### config.mk
export PLATFORM = sky130hd
export DESIGN_NAME = seq_div_unit_flat
export DESIGN_NICKNAME = d
export VERILOG_FILES = /design/src/rtl/seq_div_unit_if.sv /design/src/rtl/seq_div_unit.sv /design/src/flat_wrapper.sv
export SDC_FILE = /design/constraint.sdc
export NUM_CORES = 1
export LEC_CHECK = 0
export CELL_PAD_IN_SITES_DETAIL_PLACEMENT = 0
export CELL_PAD_IN_SITES_GLOBAL_PLACEMENT = 1
export CORE_MARGIN = 2
export CORE_UTILIZATION = 45
export DETAILED_ROUTE_END_ITERATION = 10
export GPL_TIMING_DRIVEN = 0
export PLACE_DENSITY = 0.89
export SYNTH_ARGS = -nofsm -noshare
export SYNTH_HDL_FRONTEND = slang
export SYNTH_SLANG_ARGS = --single-unit
### constraint.sdc
create_clock -name clk_i -period 7.9 [get_ports clk_i]
set_input_delay 1.185 -clock clk_i [delete_from_list [all_inputs] [get_ports clk_i]]
set_output_delay 1.185 -clock clk_i [all_outputs]
set_load 0.005 [all_outputs]
### src/rtl/seq_div_unit_if.sv
// Start/done handshake between the execute stage and the multi-cycle divider.
// The master side belongs to execute; the divider is the slave.
interface seq_div_unit_if #(
  parameter int XLEN = 32
);
  logic            start_i;
  logic            abort_i;
  logic [XLEN-1:0] operand_a_i;
  logic [XLEN-1:0] operand_b_i;
  logic [2:0]      op_type_i;
  logic [XLEN-1:0] result_o;
  logic            done_o;
  logic            busy_o;

  modport master (
    output start_i, abort_i, operand_a_i, operand_b_i, op_type_i,
    input  result_o, done_o, busy_o
  );

  modport slave (
    input  start_i, abort_i, operand_a_i, operand_b_i, op_type_i,
    output result_o, done_o, busy_o
  );
endinterface

### src/rtl/seq_div_unit.sv
// RV32M DIV/DIVU/REM/REMU unit: radix-2 restoring loop, one quotient bit per cycle,
// with divide-by-zero and signed-overflow results produced on a short path.
module seq_div_unit #(
  parameter int XLEN = 32
) (
  input logic          clk_i,
  input logic          rst_ni,
  seq_div_unit_if.slave div_if
);
  localparam int CNT_W = $clog2(XLEN) + 1;
  localparam logic [XLEN-1:0] MIN_NEG  = {1'b1, {(XLEN-1){1'b0}}};
  localparam logic [XLEN-1:0] ALL_ONES = {XLEN{1'b1}};
  localparam logic [XLEN-1:0] ZERO     = {XLEN{1'b0}};

  typedef enum logic [1:0] {
    IDLE   = 2'd0,
    DIVIDE = 2'd1,
    FIXUP  = 2'd2,
    DONE   = 2'd3
  } state_e;

  state_e           state_r, state_s;
  logic [XLEN-1:0]  dvd_r;      // dividend magnitude, quotient bits shift in at the LSB
  logic [XLEN-1:0]  dvs_r;
  logic [XLEN-1:0]  rem_r;
  logic [CNT_W-1:0] cnt_r;
  logic             neg_q_r, neg_r_r, is_rem_r;
  logic [XLEN-1:0]  result_r;
  logic             done_r, busy_r;

  logic             uns_s, rem_op_s, a_neg_s, b_neg_s;
  logic [XLEN-1:0]  abs_a_s, abs_b_s, spec_res_s;
  logic             div_zero_s, ovf_s, special_s;
  logic [XLEN:0]    rem_shift_s, diff_s;
  logic             qbit_s;
  logic [XLEN-1:0]  quot_fix_s, rem_fix_s, res_fix_s;

  // Operand decode, special-case detection, one restoring step and final sign fix.
  always_comb begin
    uns_s      = div_if.op_type_i[0];
    rem_op_s   = div_if.op_type_i[1];
    a_neg_s    = ~uns_s & div_if.operand_a_i[XLEN-1];
    b_neg_s    = ~uns_s & div_if.operand_b_i[XLEN-1];
    abs_a_s    = a_neg_s ? (ZERO - div_if.operand_a_i) : div_if.operand_a_i;
    abs_b_s    = b_neg_s ? (ZERO - div_if.operand_b_i) : div_if.operand_b_i;
    div_zero_s = (div_if.operand_b_i == ZERO);
    ovf_s      = ~uns_s & (div_if.operand_a_i == MIN_NEG) & (div_if.operand_b_i == ALL_ONES);
    special_s  = div_zero_s | ovf_s;
    if (div_zero_s) begin
      spec_res_s = rem_op_s ? div_if.operand_a_i : ALL_ONES;
    end else if (ovf_s) begin
      spec_res_s = rem_op_s ? ZERO : MIN_NEG;
    end else begin
      spec_res_s = ZERO;
    end

    rem_shift_s = {rem_r, dvd_r[XLEN-1]};
    diff_s      = rem_shift_s - {1'b0, dvs_r};
    qbit_s      = ~diff_s[XLEN];

    quot_fix_s = neg_q_r ? (ZERO - dvd_r) : dvd_r;
    rem_fix_s  = neg_r_r ? (ZERO - rem_r) : rem_r;
    res_fix_s  = is_rem_r ? rem_fix_s : quot_fix_s;
  end

  // Next-state logic; special results skip the loop and pass through FIXUP.
  always_comb begin
    state_s = state_r;
    case (state_r)
      IDLE: begin
        if (div_if.abort_i) begin
          state_s = IDLE;
        end else if (div_if.start_i) begin
          state_s = special_s ? FIXUP : DIVIDE;
        end else begin
          state_s = IDLE;
        end
      end
      DIVIDE: begin
        if (div_if.abort_i) begin
          state_s = IDLE;
        end else if (cnt_r == CNT_W'(1)) begin
          state_s = FIXUP;
        end else begin
          state_s = DIVIDE;
        end
      end
      FIXUP: begin
        if (div_if.abort_i) begin
          state_s = IDLE;
        end else begin
          state_s = DONE;
        end
      end
      DONE:    state_s = IDLE;
      default: state_s = IDLE;
    endcase
  end

  // State register, datapath and registered outputs.
  always_ff @(posedge clk_i or negedge rst_ni) begin
    if (!rst_ni) begin
      state_r  <= IDLE;
      dvd_r    <= ZERO;
      dvs_r    <= ZERO;
      rem_r    <= ZERO;
      cnt_r    <= {CNT_W{1'b0}};
      neg_q_r  <= 1'b0;
      neg_r_r  <= 1'b0;
      is_rem_r <= 1'b0;
      result_r <= ZERO;
      done_r   <= 1'b0;
      busy_r   <= 1'b0;
    end else begin
      state_r <= state_s;
      done_r  <= (state_r == FIXUP) && !div_if.abort_i;
      busy_r  <= (state_s != IDLE);
      if ((state_r == IDLE) && (state_s != IDLE)) begin
        rem_r <= ZERO;
        cnt_r <= CNT_W'(XLEN);
        dvs_r <= abs_b_s;
        if (special_s) begin
          // Preload the final value so FIXUP passes it through untouched.
          dvd_r    <= spec_res_s;
          neg_q_r  <= 1'b0;
          neg_r_r  <= 1'b0;
          is_rem_r <= 1'b0;
        end else begin
          dvd_r    <= abs_a_s;
          neg_q_r  <= a_neg_s ^ b_neg_s;
          neg_r_r  <= a_neg_s;
          is_rem_r <= rem_op_s;
        end
      end else if (state_r == DIVIDE) begin
        rem_r <= qbit_s ? diff_s[XLEN-1:0] : rem_shift_s[XLEN-1:0];
        dvd_r <= {dvd_r[XLEN-2:0], qbit_s};
        cnt_r <= cnt_r - CNT_W'(1);
      end else if ((state_r == FIXUP) && !div_if.abort_i) begin
        result_r <= res_fix_s;
      end
    end
  end

  assign div_if.result_o = result_r;
  assign div_if.done_o   = done_r;
  assign div_if.busy_o   = busy_r;

endmodule
### src/flat_wrapper.sv
// flat-port wrapper written by rule: the top's interface ports become plain ports
module seq_div_unit_flat 
#(
  parameter int XLEN = 32
)
  (clk_i, rst_ni, div_if_start_i, div_if_abort_i, div_if_operand_a_i, div_if_operand_b_i, div_if_op_type_i, div_if_result_o, div_if_done_o, div_if_busy_o);
  seq_div_unit_if #(.XLEN(XLEN)) div_if_i ();
  input logic clk_i;
  input logic rst_ni;
  input wire logic [$bits(div_if_i.start_i)-1:0] div_if_start_i;
  input wire logic [$bits(div_if_i.abort_i)-1:0] div_if_abort_i;
  input wire logic [$bits(div_if_i.operand_a_i)-1:0] div_if_operand_a_i;
  input wire logic [$bits(div_if_i.operand_b_i)-1:0] div_if_operand_b_i;
  input wire logic [$bits(div_if_i.op_type_i)-1:0] div_if_op_type_i;
  output wire logic [$bits(div_if_i.result_o)-1:0] div_if_result_o;
  output wire logic [$bits(div_if_i.done_o)-1:0] div_if_done_o;
  output wire logic [$bits(div_if_i.busy_o)-1:0] div_if_busy_o;
  assign div_if_i.start_i = div_if_start_i;
  assign div_if_i.abort_i = div_if_abort_i;
  assign div_if_i.operand_a_i = div_if_operand_a_i;
  assign div_if_i.operand_b_i = div_if_operand_b_i;
  assign div_if_i.op_type_i = div_if_op_type_i;
  assign div_if_result_o = div_if_i.result_o;
  assign div_if_done_o = div_if_i.done_o;
  assign div_if_busy_o = div_if_i.busy_o;
  seq_div_unit #(.XLEN(XLEN)) u_core (.clk_i(clk_i), .rst_ni(rst_ni), .div_if(div_if_i));
endmodule
Yosys cells after proc, flatten, opt, wreduce, memory -nomap -nowiden. Cells that the tools add are included.

Add/sub/neg operators: 6. Eq/ne operators: 6. Mux-type cells: 27. Bitwise operators: 10. Reduce and logical (&&, ||, !) cells: 8.

Operators with widths (number): 32-bit two-way mux (15); 1-bit by 32-bit subtractor with 32-bit output (first input constant) (4); 32-bit equality test (second input constant) (2); 33-bit by 32-bit subtractor with 33-bit output (1); 32-bit logical NOT (1); 2-bit two-way mux (6); 6-bit two-way mux (2); 2-bit case mux with 4 select lines (1); 6-bit by 1-bit equality test with 1-bit output (second input constant) (1); 6-bit by 1-bit subtractor with 6-bit output (second input constant) (1); 1-bit AND (4); 2-bit equality test (second input constant) (2); 1-bit inverter (4); 2-bit nonzero test (2); 1-bit two-way mux (3); 3-bit AND reduction (1); 2-bit by 1-bit equality test with 1-bit output (second input constant) (1); 1-bit logical AND (2); 2-bit logical NOT (1); 1-bit logical NOT (1); 1-bit bitwise OR (1); 1-bit XOR (1).

Register bits after elaboration: 141. Bits of input ports: 71. Output and inout bits: 34. Word-level logic and storage cells: 68.

Logic depth before layout (Yosys ltp).
Depth in word-level cells: 12. Gate-level depth with buffers: 14. Depth with buffers taken out: 13.

Worst setup path before layout. Ideal clock, no wire load.

Kind: input port to flip-flop. Start: input port div_if_operand_b_i[0]. End: register u_core.dvd_r[15]. Setup time: 0.125 ns. Arrival time: 3.679 ns. Data required time: 7.775 ns. Setup slack: 4.096 ns. Stages on the path: 13. Buffers on the path: 3. Cell sequence: inv_1 ha_1 or4b_2 nor3_1 nor4b_2 and3_1 buf_2 and2_1 buf_2 buf_2 a21oi_1 o221ai_1 nand2_1.

Word-level cells in the longest chain between the ends: 10. Elaborated cells on any way between the ends: 15. Those cells by class: eq/ne (1); mux (8); bitwise (2); reduce/logical (4).

Ends and longest elaborated chain: from (decl) (RTL line flat_wrapper.sv:13) `input wire logic [$bits(div_if_i.operand_b_i)-1:0] div_if_operand_b_i;`; 32-bit equality test (RTL line seq_div_unit.sv:47) `ovf_s = ~uns_s & (div_if.operand_a_i == MIN_NEG) & (div_if.operand_b_i == ALL_ONES);`; 1-bit AND (RTL line seq_div_unit.sv:47); 1-bit bitwise OR (RTL line seq_div_unit.sv:48) `special_s = div_zero_s | ovf_s;`; 2-bit two-way mux (RTL line seq_div_unit.sv:74) `state_s = special_s ? FIXUP : DIVIDE;`; 2-bit two-way mux (RTL line seq_div_unit.sv:73) `end else if (div_if.start_i) begin`; 2-bit two-way mux (RTL line seq_div_unit.sv:71) `if (div_if.abort_i) begin`; 2-bit case mux with 4 select lines (RTL line seq_div_unit.sv:69) `case (state_r)`; 2-bit nonzero test (RTL line seq_div_unit.sv:118) `if ((state_r == IDLE) && (state_s != IDLE)) begin`; 1-bit logical AND (RTL line seq_div_unit.sv:118); 32-bit two-way mux / 2-bit nonzero test (equally long branches); to (signal assigned) (RTL line seq_div_unit.sv:124) `dvd_r <= spec_res_s;`; to (signal assigned) (RTL line seq_div_unit.sv:129) `dvd_r <= abs_a_s;`; to (signal assigned) (RTL line seq_div_unit.sv:136) `dvd_r <= {dvd_r[XLEN-2:0], qbit_s};`; to (decl) (RTL line seq_div_unit.sv:23) `logic [XLEN-1:0] dvd_r;`.

Parallel ways exist; a longest one is shown, timed or not. A chain may end at the register's enable or synchronous reset.

Worst setup path in the final report.
Start: input port div_if_operand_b_i[0]. End: register u_core.dvd_r[24].

The elaborated chain is that of the path after synthesis.

==> flow_metrics.env <==
export IMPL_stdcell_count=1804
export IMPL_vias=10571
export IMPL_drv_cap=0
export IMPL_crit_type="input port to flop"
export IMPL_synth_seq_cells=141
export IMPL_synth_fp_nets=1459
export IMPL_r2r_setup_slack_ps=3390
export IMPL_worst_ep_arrival_time_ps=5190
export IMPL_ir_drop_uv=160
export IMPL_rr_endpoint="u_core.rem_r[27]$_DFFE_PN0P_"
export IMPL_setup_violations=0
export IMPL_numCtsBuffers=17
export IMPL_startpoint="div_if_operand_b_i[0]"
export IMPL_wl_per_cell_um=18.7
export IMPL_skew_ps=11.4
export IMPL_synth_edf_count=0
export IMPL_cts_setup_buffers=0
export IMPL_tightest_slew_ps=910
export IMPL_diodes=0
export IMPL_critPathLaunchType="input port"
export IMPL_regToRegStartpoint="u_core.dvd_r[31]$_DFFE_PN0P_"
export IMPL_synthTopCellsByArea="dfrtp_1, o21ai_0, xnor2_1"
export IMPL_status="finished, final reports clean"
export IMPL_critPathSlowestCell="or4b_2"
export IMPL_p_leak_nw=5.24
export IMPL_cp_cell_sequence="clkdlybuf4s50_1, inv_1, ha_1, or4b_2, nor3_1, nor4b_2, and2_1, nand2_1, nor2_1, buf_2, a211oi_1, o21ai_0"
export IMPL_cts_root_buf="clkbuf_16"
export IMPL_syn2layout_area_growth_pct=19.1
export IMPL_min_from="u_core.div_if.result_o[29]$_DFFE_PN0P_"
export IMPL_ff2ff_path_depth=14
export IMPL_cpPeakStageDelay_ps=610
export IMPL_synth_area_per_cell_um2=7.91
export IMPL_die_w_um=158
export IMPL_synth_top_area_share_pct=33.1
export IMPL_synth_ff_type="dfrtp_1"
export IMPL_finalPower_mw=4.00
export IMPL_grt_pass1_wl_um=53800
export IMPL_cp_required_ps=8230
export IMPL_synth_distinct_cells=64
export IMPL_dieArea_um2=25000
export IMPL_drtPass1Iterations=8
export IMPL_tritoncts="done"
export IMPL_worst_path_buf_inv=3
export IMPL_clockBufferDepth=2
export IMPL_drc=0
export IMPL_layout_min_cycle_time_ps=4850
export IMPL_final_hold_viol_count=0
export IMPL_ys_async_sr_fraction_pct=100
export IMPL_grt_total_usage_pct=27.8
export IMPL_rows=56
export IMPL_min_period_over_period_pct=61.4
export IMPL_yosysWarnings=0
export IMPL_nFillCells=2267
export IMPL_coreArea_um2=23400
export IMPL_grt_max_degree=79
export IMPL_syn_area_um2=10700
export IMPL_ant_nets=0
export IMPL_ys_seq_area_share_pct=33.1
export IMPL_portBuffers=103
export IMPL_antenna_found_initial=0
export IMPL_yosys_area_top_type="dfrtp_1"
export IMPL_drt_iter0_drc=959
export IMPL_holdBufCountCts=0
export IMPL_routed_wl_um=33700
export IMPL_grt_pass1_vias=9874
export IMPL_syn_inst=1348
export IMPL_fmax_mhz=206
export IMPL_cts_resized=0
export IMPL_io_pins=105
export IMPL_worstPathMaxFanout=10
export IMPL_worstSkewPairLatency_ps=430
export IMPL_layout_drive_gt1_share_pct=4.11
export IMPL_cts_sinks=141
export IMPL_start_util_pct=45.6
export IMPL_nNetsFinal=1583
export IMPL_drv_slew=0
export IMPL_slew_headroom_pct=38.9
export IMPL_grt_ovfl_total=0
export IMPL_hp_class="flop to flop"
export IMPL_crit_path_end_kind="flop"
export IMPL_dpl_hpwl_um=26200
export IMPL_dp_cells=1772
export IMPL_p_per_area_nw_per_um2=315
export IMPL_hold_end="u_core.div_if.result_o[29]$_DFFE_PN0P_"
export IMPL_gp_congestion=0.910
export IMPL_min_path_cells=2
export IMPL_clkTransAtPathRegs_ps=60
export IMPL_grt_setup_unrepaired="no"
export IMPL_vias_per_cell=5.86
export IMPL_critPathTopFamily="simple AND/OR/NAND/NOR gates"
export IMPL_htree_levels=4
export IMPL_fp_dieH_um=158
-- cell type report --
| type | instances | area [um^2] | area share [%] |
|---|---|---|---|
| multi-input combinational | 1069 | 6620 | 52.1 |
| sequential | 141 | 3530 | 27.8 |
| timing repair buffer | 105 | 1070 | 8.40 |
| clock buffer | 19 | 453 | 3.56 |
| tap | 319 | 399 | 3.14 |
| buffer | 78 | 302 | 2.37 |
| inverter | 60 | 225 | 1.77 |
| clock inverter | 13 | 114 | 0.896 |
-- cells in the mapped netlist (all sizes together) (2+ instances only) --
cell type and instances:
and2 5, nor2b 7, and3 10, nand2 162, mux2i 29, or2 5
nand3b 5, o211ai 15, nand3 39, o22ai 2, a22oi 30, xor2 49
o21ai 190, o31ai 24, nor4b 2, a21oi 86, a211oi 10, o21ba 2
nand4 15, dfrtp 141, nand2b 7, or3 15, or4 19, buf 10
nor3 38, o221ai 9, inv 60, nor2 98, a21o 9, nor4 14
o31a 2, o41ai 14, a221oi 10, xnor2 71, a2111oi 2, mux2 2
o21bai 3, ha 39, o21a 6, clkbuf 68, a31oi 10
-- state kept, by name, summed over array words and instances, names as in the netlist --
register and flops:
u_core.cnt_r 6, u_core.div_if.busy_o 1, u_core.div_if.done_o 1, u_core.div_if.result_o 32, u_core.dvd_r 32, u_core.dvs_r 32
u_core.is_rem_r 1, u_core.neg_q_r 1, u_core.neg_r_r 1, u_core.rem_r 32, u_core.state_r 2
-- worst register-to-register path, cell delays in order, from the launching register on --
cell      delay [ps]
dfrtp_1          410
inv_1            110
ha_1             200
inv_1             60
fa_1             430
a211oi_1         310
o211ai_1         140
a211oi_1         690
and3_1           280
o21ai_0          150
a221oi_1         340
xnor2_1          460
clkbuf_1         440
nand2_1          210
o211ai_1         200
-- layer usage --
metal	share of wire [%]	routed length, um	global-route usage, %	up-vias
met3	6.3	2110	4.16	56
met5	0	0	0	-
met4	2.6	880	8.88	0
met2	44	14700	41.7	379
li1	-	-	-	5135
met1	47	16000	41.1	5001
-- worst max-delay path by stage --
| stage | depth (start not counted) | slack (ps) | endpoint |
|---|---|---|---|
| 2_1_floorplan | 13 | 4100 | u_core.dvd_r[15]$_DFFE_PN0P_ |
| 3_3_place_gp | 1 | -80 | u_core.div_if.result_o[16]$_DFFE_PN0P_ |
| 3_5_place_dp | 12 | 2710 | u_core.dvd_r[24]$_DFFE_PN0P_ |
| 4_1_cts | 12 | 3150 | u_core.dvd_r[24]$_DFFE_PN0P_ |
| 5_1_grt | 12 | 2760 | u_core.dvd_r[22]$_DFFE_PN0P_ |
| 6_report | 12 | 3050 | u_core.dvd_r[24]$_DFFE_PN0P_ |
-- per-stage QoR --
| step | setup TNS [ps] | cell area (um^2) | setup slack [ps] | hold WS, ps | utilization, % |
|---|---|---|---|---|---|
| final | 0 | 12700 | 3050 | 467 | 54.3 |
| after global routing | 0 | 12700 | 2760 | 497 | 54.3 |
| after CTS | 0 | 12700 | 3150 | 469 | 54.3 |
| after detailed placement | 0 | 12100 | 2710 | 455 | 51.9 |
| after global placement | -8940 | 12100 | -78.6 | 455 | 51.7 |
| after floorplan | 0 | 10700 | 4100 | 450 | - |
-- cells in the final DEF, fill, tap and decap left out, drive strengths merged, types with 38 or more instances in the layout --
cell type      netlist  routed
xnor2               71      71
nand3               39      39
nor2                98      98
a21oi               86      86
inv                 60      63
dfrtp              141     141
clkdlybuf4s50        0     102
clkbuf              68      87
xor2                49      49
o21ai              190     190
ha                  39      39
nor3                38      38
nand2              162     162
-- cells by family after synthesis --
family | Yosys count | synth area share (%)
compound gates | 433 | 24.6
xor+xnor | 120 | 9.85
fa+ha+maj | 40 | 4.76
buf+inv | 138 | 4.94
flops | 141 | 33.1
mux | 31 | 2.93
simple gates | 445 | 19.8
-- where the power goes --
group | total (mW) | internal [mW] | switching (mW)
Clock | 0.781 | 0.450 | 0.331
Combinational | 2.02 | 0.887 | 1.13
Sequential | 1.20 | 0.920 | 0.282
Total | 4.00 | 2.26 | 1.74
No activity file was read; power rests on OpenSTA's default activity.
